## config.mk

```make
export PLATFORM = sky130hd
export DESIGN_NAME = uart_tx_fifo
export DESIGN_NICKNAME = d
export VERILOG_FILES = /design/src/rtl/uart_tx_fifo.sv
export SDC_FILE = /design/constraint.sdc
export NUM_CORES = 1
export LEC_CHECK = 0
export BUFFER_PORTS_ARGS = -buffer_cell sky130_fd_sc_hd__buf_2
export CAP_MARGIN = 20
export CORE_ASPECT_RATIO = 2
export CORE_UTILIZATION = 56
export CTS_BUF_LIST = sky130_fd_sc_hd__clkbuf_4
export DETAILED_ROUTE_END_ITERATION = 16
export GPL_TIMING_DRIVEN = 0
export PLACE_DENSITY = 0.77
export SYNTH_ARGS = -nofsm -noshare
export SYNTH_HDL_FRONTEND = slang
export SYNTH_SLANG_ARGS = --single-unit
```

## constraint.sdc

```tcl
create_clock -name clk -period 4 [get_ports clk]
set_input_delay 0.4 -clock clk [delete_from_list [all_inputs] [get_ports clk]]
set_output_delay 0.4 -clock clk [all_outputs]
set_load 0.05 [all_outputs]
```

## src/rtl/uart_tx_fifo.sv

```systemverilog
// Byte FIFO feeding an 8N1 UART serialiser at a fixed clocks-per-bit rate.
// Producers push over wr_valid/wr_ready; the FSM drains one frame at a time, back to back.
module uart_tx_fifo #(
  parameter int unsigned CLKS_PER_BIT = 16,
  parameter int unsigned DEPTH        = 16
) (
  input  logic                     clk,
  input  logic                     reset,
  input  logic                     wr_valid,
  input  logic [7:0]               wr_data,
  output logic                     wr_ready,
  output logic                     tx,
  output logic                     busy,
  output logic [$clog2(DEPTH):0]   fifo_count
);

  localparam int unsigned PW = $clog2(DEPTH);
  localparam int unsigned CW = PW + 1;
  localparam int unsigned BW = $clog2(CLKS_PER_BIT);

  typedef enum logic [1:0] {IDLE, START, DATA, STOP} state_e;

  state_e          state_q;
  logic [7:0]      mem_q [DEPTH];
  logic [PW-1:0]   wptr_q, wptr_d;
  logic [PW-1:0]   rptr_q, rptr_d;
  logic [CW-1:0]   count_q, count_d;
  logic [BW-1:0]   baud_q;
  logic [2:0]      bit_q;
  logic [7:0]      shift_q;
  logic            tx_q;
  logic            push_c;
  logic            pop_c;
  logic            bit_end_c;

  assign wr_ready   = (count_q != CW'(DEPTH));
  assign push_c     = wr_valid && wr_ready;
  assign bit_end_c  = (baud_q == BW'(CLKS_PER_BIT - 1));
  // The FSM consumes a byte when idle, or at the end of a stop bit to chain frames.
  assign pop_c      = (count_q != '0) &&
                      ((state_q == IDLE) || ((state_q == STOP) && bit_end_c));
  assign tx         = tx_q;
  assign busy       = (state_q != IDLE) || (count_q != '0);
  assign fifo_count = count_q;

  always_comb begin
    wptr_d  = wptr_q;
    rptr_d  = rptr_q;
    count_d = count_q;
    if (push_c) wptr_d = wptr_q + PW'(1);
    if (pop_c)  rptr_d = rptr_q + PW'(1);
    if (push_c && !pop_c)      count_d = count_q + CW'(1);
    else if (pop_c && !push_c) count_d = count_q - CW'(1);
  end

  always_ff @(posedge clk) begin
    if (reset) begin
      wptr_q  <= '0;
      rptr_q  <= '0;
      count_q <= '0;
    end else begin
      wptr_q  <= wptr_d;
      rptr_q  <= rptr_d;
      count_q <= count_d;
    end
  end

  // Storage is not reset; validity is tracked by count_q.
  always_ff @(posedge clk) begin
    if (push_c) mem_q[wptr_q] <= wr_data;
  end

  always_ff @(posedge clk) begin
    if (reset) begin
      state_q <= IDLE;
      tx_q    <= 1'b1;
      baud_q  <= '0;
      bit_q   <= '0;
      shift_q <= '0;
    end else begin
      case (state_q)
        IDLE: begin
          tx_q <= 1'b1;
          if (pop_c) begin
            shift_q <= mem_q[rptr_q];
            tx_q    <= 1'b0;
            baud_q  <= '0;
            state_q <= START;
          end
        end
        START: begin
          if (bit_end_c) begin
            baud_q  <= '0;
            tx_q    <= shift_q[0];
            bit_q   <= '0;
            state_q <= DATA;
          end else begin
            baud_q <= baud_q + BW'(1);
          end
        end
        DATA: begin
          if (bit_end_c) begin
            baud_q <= '0;
            if (bit_q == 3'd7) begin
              tx_q    <= 1'b1;
              state_q <= STOP;
            end else begin
              shift_q <= shift_q >> 1;
              tx_q    <= shift_q[1];
              bit_q   <= bit_q + 3'd1;
            end
          end else begin
            baud_q <= baud_q + BW'(1);
          end
        end
        STOP: begin
          if (bit_end_c) begin
            baud_q <= '0;
            // Chain straight into the next start bit when more data is queued.
            if (pop_c) begin
              shift_q <= mem_q[rptr_q];
              tx_q    <= 1'b0;
              state_q <= START;
            end else begin
              state_q <= IDLE;
            end
          end else begin
            baud_q <= baud_q + BW'(1);
          end
        end
        default: state_q <= IDLE;
      endcase
    end
  end

endmodule

```

### After elaboration in Yosys (flattened, before gate mapping)

Memory sizes are Yosys's and may differ from the RTL's. A register that Yosys moved wholly into a read port is not among the register bits.
Cells that the tools add are included.
W data, S select, Z words.

* bits in registers: 31
* memory bits (writable): 128
* input port bits: 11
* output and inout bits: 8
* word-level logic and storage cells: 80
* memories kept: 1

* add/sub/neg operators: 6
* equality and inequality tests: 13
* mux-type cells: 32
* reduce and logical (&&, ||, !) cells: 20

Memories
* mem_q: depth 16, width 8, rd ports 1, clocked after memory_dff 1, write ports 1, RTL line 24 `logic [7:0] mem_q [DEPTH];`

Operator list (number)
* $mux W8: 4
* $pmux W8 S3: 1
* $mux W4: 4
* $ne A2 B2 Y1 const B: 7
* $add A4 B1 Y4 const B: 3
* $reduce_and A4 Y1: 3
* $mux W2: 5
* $mux W5: 2
* $mux W1: 9
* $mux W3: 3
* $pmux W2 S4: 1
* $pmux W4 S2: 1
* $pmux W3 S2: 1
* $reduce_bool A2 Y1: 3
* $add A5 B1 Y5 const B: 1
* $logic_and A1 B1 Y1: 5
* $ne A5 B5 Y1 const B: 1
* $reduce_and A5 Y1: 1
* $reduce_bool A5 Y1: 1
* $sub A5 B1 Y5 const B: 1
* $eq A2 B2 Y1 const B: 2
* $eq A4 B4 Y1 const B: 1
* $pmux W1 S4: 1
* $add A3 B1 Y3 const B: 1
* 7 further kinds: 9

### Longest topological paths before layout

Gate-level depths: netlist (run 1).

* depth after elaboration: 7
* gate-level depth with buffers: 11
* mapped depth without buffers: 11

### Least setup slack after synthesis (run 1)

OpenSTA, ideal clock, no wires.

* kind: flip-flop to flip-flop
* start point: register count_q[0] (netlist: fifo_count[0])
* end point: register count_q[4] (netlist: fifo_count[4])
* setup time: 0.072 ns
* data arrival time: 3.042 ns
* required time: 3.928 ns
* path slack: 0.886 ns
* cell stages (with the launch flop): 12
* buffers on the path: 1
* clock period less this slack: 3.114 ns
* path through: dfxtp_1 > or4_1 > buf_2 > o22ai_2 > ha_1 > inv_1 > fa_1 > a21o_1 > a21oi_1 > xnor2_1 > or3_1 > a21oi_1

* longest elaborated chain between the ends: 5
* elaborated cells on any way between the ends: 13
* those cells by class: 2 x add/sub; 1 x eq/ne; 2 x mux; 8 x reduce/logical

RTL lines
* from (decl): RTL line 27 `logic [CW-1:0] count_q, count_d;`
* from (signal assigned): RTL line 64 `count_q <= count_d;`
* branches (longest 5 deep; another with $sub A5 B1 Y5)

Several ways; the timed one is not identified. The select of a mux whose other input is x is not followed.
A chain may end at the register's enable or synchronous reset.

### Worst setup path after layout (run 1)

Ends and elaborated chain as after synthesis.

==> flow_summary_export.csv, run 1 <==
group,metric,value,unit
global_routing,grt_max_degree,17,
clock_tree,clk_path_buf_depth,2,
final_layout,layout_commonest_cell,"edfxtp_1",
timing,drv_slew,0,
synth,seq_area_frac_synth,0.677,
synth,synth-edff-count,128,
worst_hold_path,hold_path_end,"shift_q[7]",
worst_setup_path,worstPathRequired,4470,ps
timing,final.setup.tns,0,ps
timing,rsz0062_at_grt,"false",
timing,setup_viol,0,
timing,fin_crit,3300,ps
worst_setup_path,r2r-start,"fifo_count[0]",
final_layout,final_cell_mix,"128 x edfxtp_1, 44 x nor2_1, 35 x dfxtp_1",
worst_setup_path,cp_slowest_cell,"or4_1",
floorplanning,die_y,157,µm
clock_tree,clock-sinks,163,
floorplanning,rows,56,
worst_setup_path,cpMostUsedCell,"a21oi_1",
worst_setup_path,startpoint_type,"register",
worst_setup_path,max_stage_delay,600,ps
timing,clock_skew,15.1,ps
detailed_routing,via_per_inst,6.15,
worst_setup_path,crit_type,"register to register",
detailed_routing,ant_nets,0,
floorplanning,die_w,79.4,µm
power,vdd.ir_drop.worst,0.473,mV
timing,worstMarginPinSlew,855,ps
final_layout,area_delta_synth_final,8.60,%
synth,ys.flop_type,"edfxtp_1",
worst_hold_path,hp-class,"input pin to register",
timing,slew_headroom,0.428,
clock_tree,clk_pin_slew,140,ps
worst_setup_path,cp-end-kind,"register",
floorplanning,die_area,12500,µm²
timing,clock.fmax,0.303,GHz
final_layout,final_cell_area,7290,µm²
worst_hold_path,hold_start,"reset",
timing,period_share,0.824,
floorplanning,coreArea,11700,µm²
worst_setup_path,crit_path_start,"fifo_count[0]",
detailed_routing,drt-initial-drc-count,238,
timing,finalHoldViolations,0,
worst_setup_path,critical-path-top-delay-family,"simple AND/OR/NAND/NOR gates",
clock_tree,root_buffer,"clkbuf_4",
worst_setup_path,r2r_end,"fifo_count[4]",
synth,syn-num-nets,454,
worst_setup_path,critPathMaxFanout,7,
place,io_buffers,17,
global_routing,grt.total_usage,0.237,
worst_hold_path,hold_depth,2,
detailed_routing,vias,3836,
floorplanning,ios,19,
clock_tree,cts_tree,"done",
worst_setup_path,r2r_cells,11,
global_routing,antenna_found_initial,1,
detailed_routing,first_pass_iters,5,
global_routing,grt_pass1_wl,20500,µm
place,dp_hpwl,9770,µm
global_routing,overflow,0,
clock_tree,cts_buffers,17,
clock_tree,postCtsSetupRepairBufs,0,
detailed_routing,routedWlPerCell,21.6,µm
place,dp_slack,731,ps
status,status,"complete, no violations",
synth,synthTopCellsByArea,"edfxtp_1 57%, mux4_2 11%, dfxtp_1 10%",
detailed_routing,drc,0,
clock_tree,cts_resized,0,
synth,syn_area,6710,µm²
clock_tree,htree_levels,4,
synth,ys_ff_latch,163,
power,p_leak,0.00244,µW
power,p_per_area,639,nW/µm²
synth,synth_top_area_frac,0.573,
worst_setup_path,cp_cell_sequence,"or4_1, buf_2, o22ai_2, ha_1, inv_1, fa_1, a21o_1, a21oi_1, xnor2_1, or3_1, a21oi_1",
place,place_area,7000,µm²
final_layout,nets,494,
final_layout,drive_above_1_share,0.207,
worst_setup_path,crit_buf_inv,2,
place,gp_congestion,0.894,
synth,yosys.area.top_type,"edfxtp_1",
detailed_routing,finalWirelength,13500,µm
synth,syn_inst,425,
synth,synth.avg_cell_area,15.8,µm²
worst_setup_path,cp.arrival,3770,ps
run,cap_violations,0,
synth,yosys_warnings,0,
clock_tree,cts_hold_buf,0,
worst_setup_path,rrSetupSlack,700,ps
floorplanning,start_util,0.573,
synth,synthArstFlopShare,0,
clock_tree,insertion_delay,550,ps
timing,fin_ws,704,ps
global_routing,first_global_vias,3894,
synth,ys_types,51,
## synthesized netlist by cell type (4+ instances only)
cell	n
edfxtp_1	128
nor2_1	44
dfxtp_1	35
mux4_2	32
a21oi_1	23
ha_1	17
clkbuf_1	15
a22oi_1	14
nand2_1	13
inv_1	8
nor3_1	8
a211oi_1	7
o21ai_0	7
a21o_1	5
buf_2	5
nor2b_1	5
xnor2_1	5
mux2i_1	4
xor2_1	4
## registers in the layout, summed over array words and instances, names as in the netlist, named ones only
register    count
mem_q         128
shift_q         8
fifo_count      5
baud_q          4
rptr_q          4
wptr_q          4
bit_q           3
state_q         2
tx              1
## layer usage
metal	share of wire	track usage	vias to the layer above
met4	0.074	0.182	0
met2	0.54	0.423	167
li1	-	-	1736
met3	0.048	0.0548	49
met1	0.34	0.227	1884
met5	0	0	-
## cell type report
| cell class | count | area (µm²) |
|---|---|---|
| Multi-Input combinational cell | 231 | 2030 |
| Tap cell | 145 | 181 |
| Timing Repair Buffer | 21 | 110 |
| Clock buffer | 17 | 128 |
| Sequential cell | 163 | 4540 |
| Antenna cell | 1 | 2.50 |
| Inverter | 8 | 30.0 |
| Fill cell | 862 | 4410 |
| Clock inverter | 15 | 155 |
| Buffer | 23 | 104 |
## kinds of logic after synthesis
group,share of synthesized area
AO/OA/AOI/OAI,0.0694
XOR/XNOR,0.0117
adder cells (fa/ha/maj),0.0347
buffers and inverters,0.0200
flip-flops,0.677
multiplexers,0.113
AND/OR/NAND/NOR,0.0737
## per-stage QoR
step / hold WS, ps / utilization / instances / power, µW
after detailed placement: 452 / 0.598 / 590 / 3730
after global routing: 190 / 0.623 / 624 / 4890
final: 182 / 0.623 / 624 / 4650
after CTS: 154 / 0.622 / 622 / 4670
after global placement: 448 / 0.596 / 587 / 3670
after floorplan: 436 / - / 425 / 3320
## report_power, final
| part | internal, µW | total (µW) | switching, µW | leakage (µW) |
|---|---|---|---|---|
| Combinational | 686 | 1670 | 979 | 0.000846 |
| Sequential | 1950 | 2030 | 77.3 | 0.00144 |
| Clock | 378 | 961 | 583 | 0.000148 |
## worst max path at each step
stage / to / slack, ps / depth (start not counted)
floorplan: fifo_count[4] / 890 / 11
global placement: fifo_count[4] / 820 / 11
detailed placement: fifo_count[4] / 730 / 11
CTS: fifo_count[4] / 690 / 11
global route: fifo_count[4] / 550 / 11
finish: fifo_count[4] / 700 / 11
No activity file was read; power rests on OpenSTA's default activity.
==> run 2, diff against run 1 <==
Settings changed: PLACE_DENSITY 0.77 to 0.8.
Clock period 4 ns to 2.7 ns, I/O delays scaled along.
==> flow_summary_export.csv, run 2 (synthesis results as in run 1) <==
group,metric,value,unit
status,status,"complete, no violations",
clock_tree,htree_levels,4,
timing,finalHoldViolations,0,
timing,rsz0062_at_grt,"true",
final_layout,layout_commonest_cell,"edfxtp_1",
floorplanning,die_w,79.4,µm
floorplanning,start_util,0.573,
floorplanning,die_y,157,µm
global_routing,grt_pass1_wl,21400,µm
detailed_routing,drc,0,
worst_setup_path,worstPathRequired,3190,ps
floorplanning,rows,56,
power,p_leak,0.00249,µW
timing,fin_crit,2700,ps
worst_setup_path,startpoint_type,"register",
worst_hold_path,hp-class,"input pin to register",
place,dp_cells,589,
detailed_routing,first_pass_iters,4,
final_layout,regArea,4550,µm²
timing,worstMarginPinSlew,1030,ps
clock_tree,clk_pin_slew,160,ps
clock_tree,cts_tree,"done",
clock_tree,insertion_delay,560,ps
worst_setup_path,cp.arrival,3190,ps
clock_tree,cts_buffers,17,
final_layout,n_fill_cell,834,
global_routing,overflow,0,
worst_setup_path,cp-end-kind,"register",
timing,final.setup.tns,0,ps
floorplanning,coreArea,11700,µm²
global_routing,antenna_found_initial,1,
final_layout,largest_register_ffs,128,
final_layout,drive_above_1_share,0.249,
global_routing,grt.total_usage,0.245,
final_layout,area_delta_synth_final,10.6,%
detailed_routing,ant_nets,0,
clock_tree,clk_path_buf_depth,2,
global_routing,grt_max_degree,19,
clock_tree,root_buffer,"clkbuf_4",
final_layout,final_cells,628,
floorplanning,die_area,12500,µm²
final_layout,largest-register,"mem_q",
final_layout,nets,498,
detailed_routing,drt-initial-drc-count,301,
detailed_routing,vias,3845,
worst_setup_path,rrSetupSlack,3,ps
floorplanning,ios,19,
run,cap_violations,0,
timing,drv_slew,0,
detailed_routing,finalWirelength,13700,µm
place,gp_congestion,0.830,
final_layout,final_cell_mix,"128 x edfxtp_1, 44 x nor2_1, 32 x mux4_2",
timing,clock_skew,22.2,ps
final_layout,final_util,0.634,
global_routing,first_global_vias,4023,
worst_setup_path,crit_type,"register to register",
detailed_routing,via_per_inst,6.12,
final_layout,multiInputGateArea,2090,µm²
timing,period_share,0.999,
place,io_buffers,17,
timing,clock.fmax,0.371,GHz
clock_tree,clock-sinks,163,
power,vdd.ir_drop.worst,0.698,mV
power,fin_total_pwr,7130,µW
power,p_per_area,961,nW/µm²
clock_tree,cts_hold_buf,0,
timing,setup_viol,0,
worst_setup_path,critPathMaxFanout,4,
place,dp_hpwl,9590,µm
timing,slew_headroom,0.313,
detailed_routing,routedWlPerCell,21.9,µm
## run 2: cell types whose count changed in the layout (fill, tap and decap cells not counted), moves of 3 or more
cell      delta
buf_4        +7
dfxtp_1      -4
inv_8        +4
buf_2        -3
clkinv_1     -3
## run 2: routing by layer
metal  up-vias  track usage  wire (µm)
met5         -            0          0
met4         0        0.145        646
met3        41       0.0507        464
met2       111        0.456       7710
met1      1946        0.242       4910
li1       1747            -          -
## run 2: power breakdown
group          switching, µW  leakage, µW  internal (µW)
Combinational           1510     0.000878           1130
Sequential               110      0.00144           2900
Clock                    960     0.000163            518
## run 2: through the flow
| step | instance area [µm²] | hold WS [ps] | setup WS [ps] |
|---|---|---|---|
| 2_1_floorplan | 6760 | 369 | -71.6 |
| 3_3_place_gp | 7020 | 446 | -437 |
| 3_5_place_dp | 7050 | 474 | -193 |
| 4_1_cts | 7410 | 32.3 | 17.4 |
| 5_1_grt | 7420 | 18.2 | -119 |
| 6_report | 7420 | 72.4 | 3.00 |
## run 2: worst paths after layout
kind	start	to	cells after the start
min	wr_data[6]	mem_q[7][6]	1
max	fifo_count[0]	fifo_count[4]	10
max reg2reg	fifo_count[0]	fifo_count[4]	10
min reg2reg	bit_q[2]	bit_q[2]	2
## run 2: repair_timing
| action | 4_1_cts | 5_1_grt |
|---|---|---|
| endpoints found under the setup margin | 81 | 10 |
| pin swaps | 2 | 0 |
| buffers inserted | 7 | 0 |
| gates resized for setup | 2 | 2 |
## run 2: critical path, stage by stage, from the launching register on
cell	delay, ps
dfxtp_4	380
or4_4	580
o22ai_4	230
ha_4	170
inv_2	60
fa_2	350
a21o_1	180
a21oi_2	140
xnor2_1	90
or3_1	310
a21oi_1	140
## run 2: final cells by class
| cell class | count | share of cell area |
|---|---|---|
| Timing Repair Buffer | 26 | 0.0206 |
| Sequential cell | 163 | 0.614 |
| Buffer | 22 | 0.0133 |
| Clock inverter | 15 | 0.0241 |
| Tap cell | 145 | 0.0245 |
| Clock buffer | 17 | 0.0172 |
| Inverter | 8 | 0.00405 |
| Antenna cell | 1 | 0.000337 |
| Multi-Input combinational cell | 231 | 0.282 |
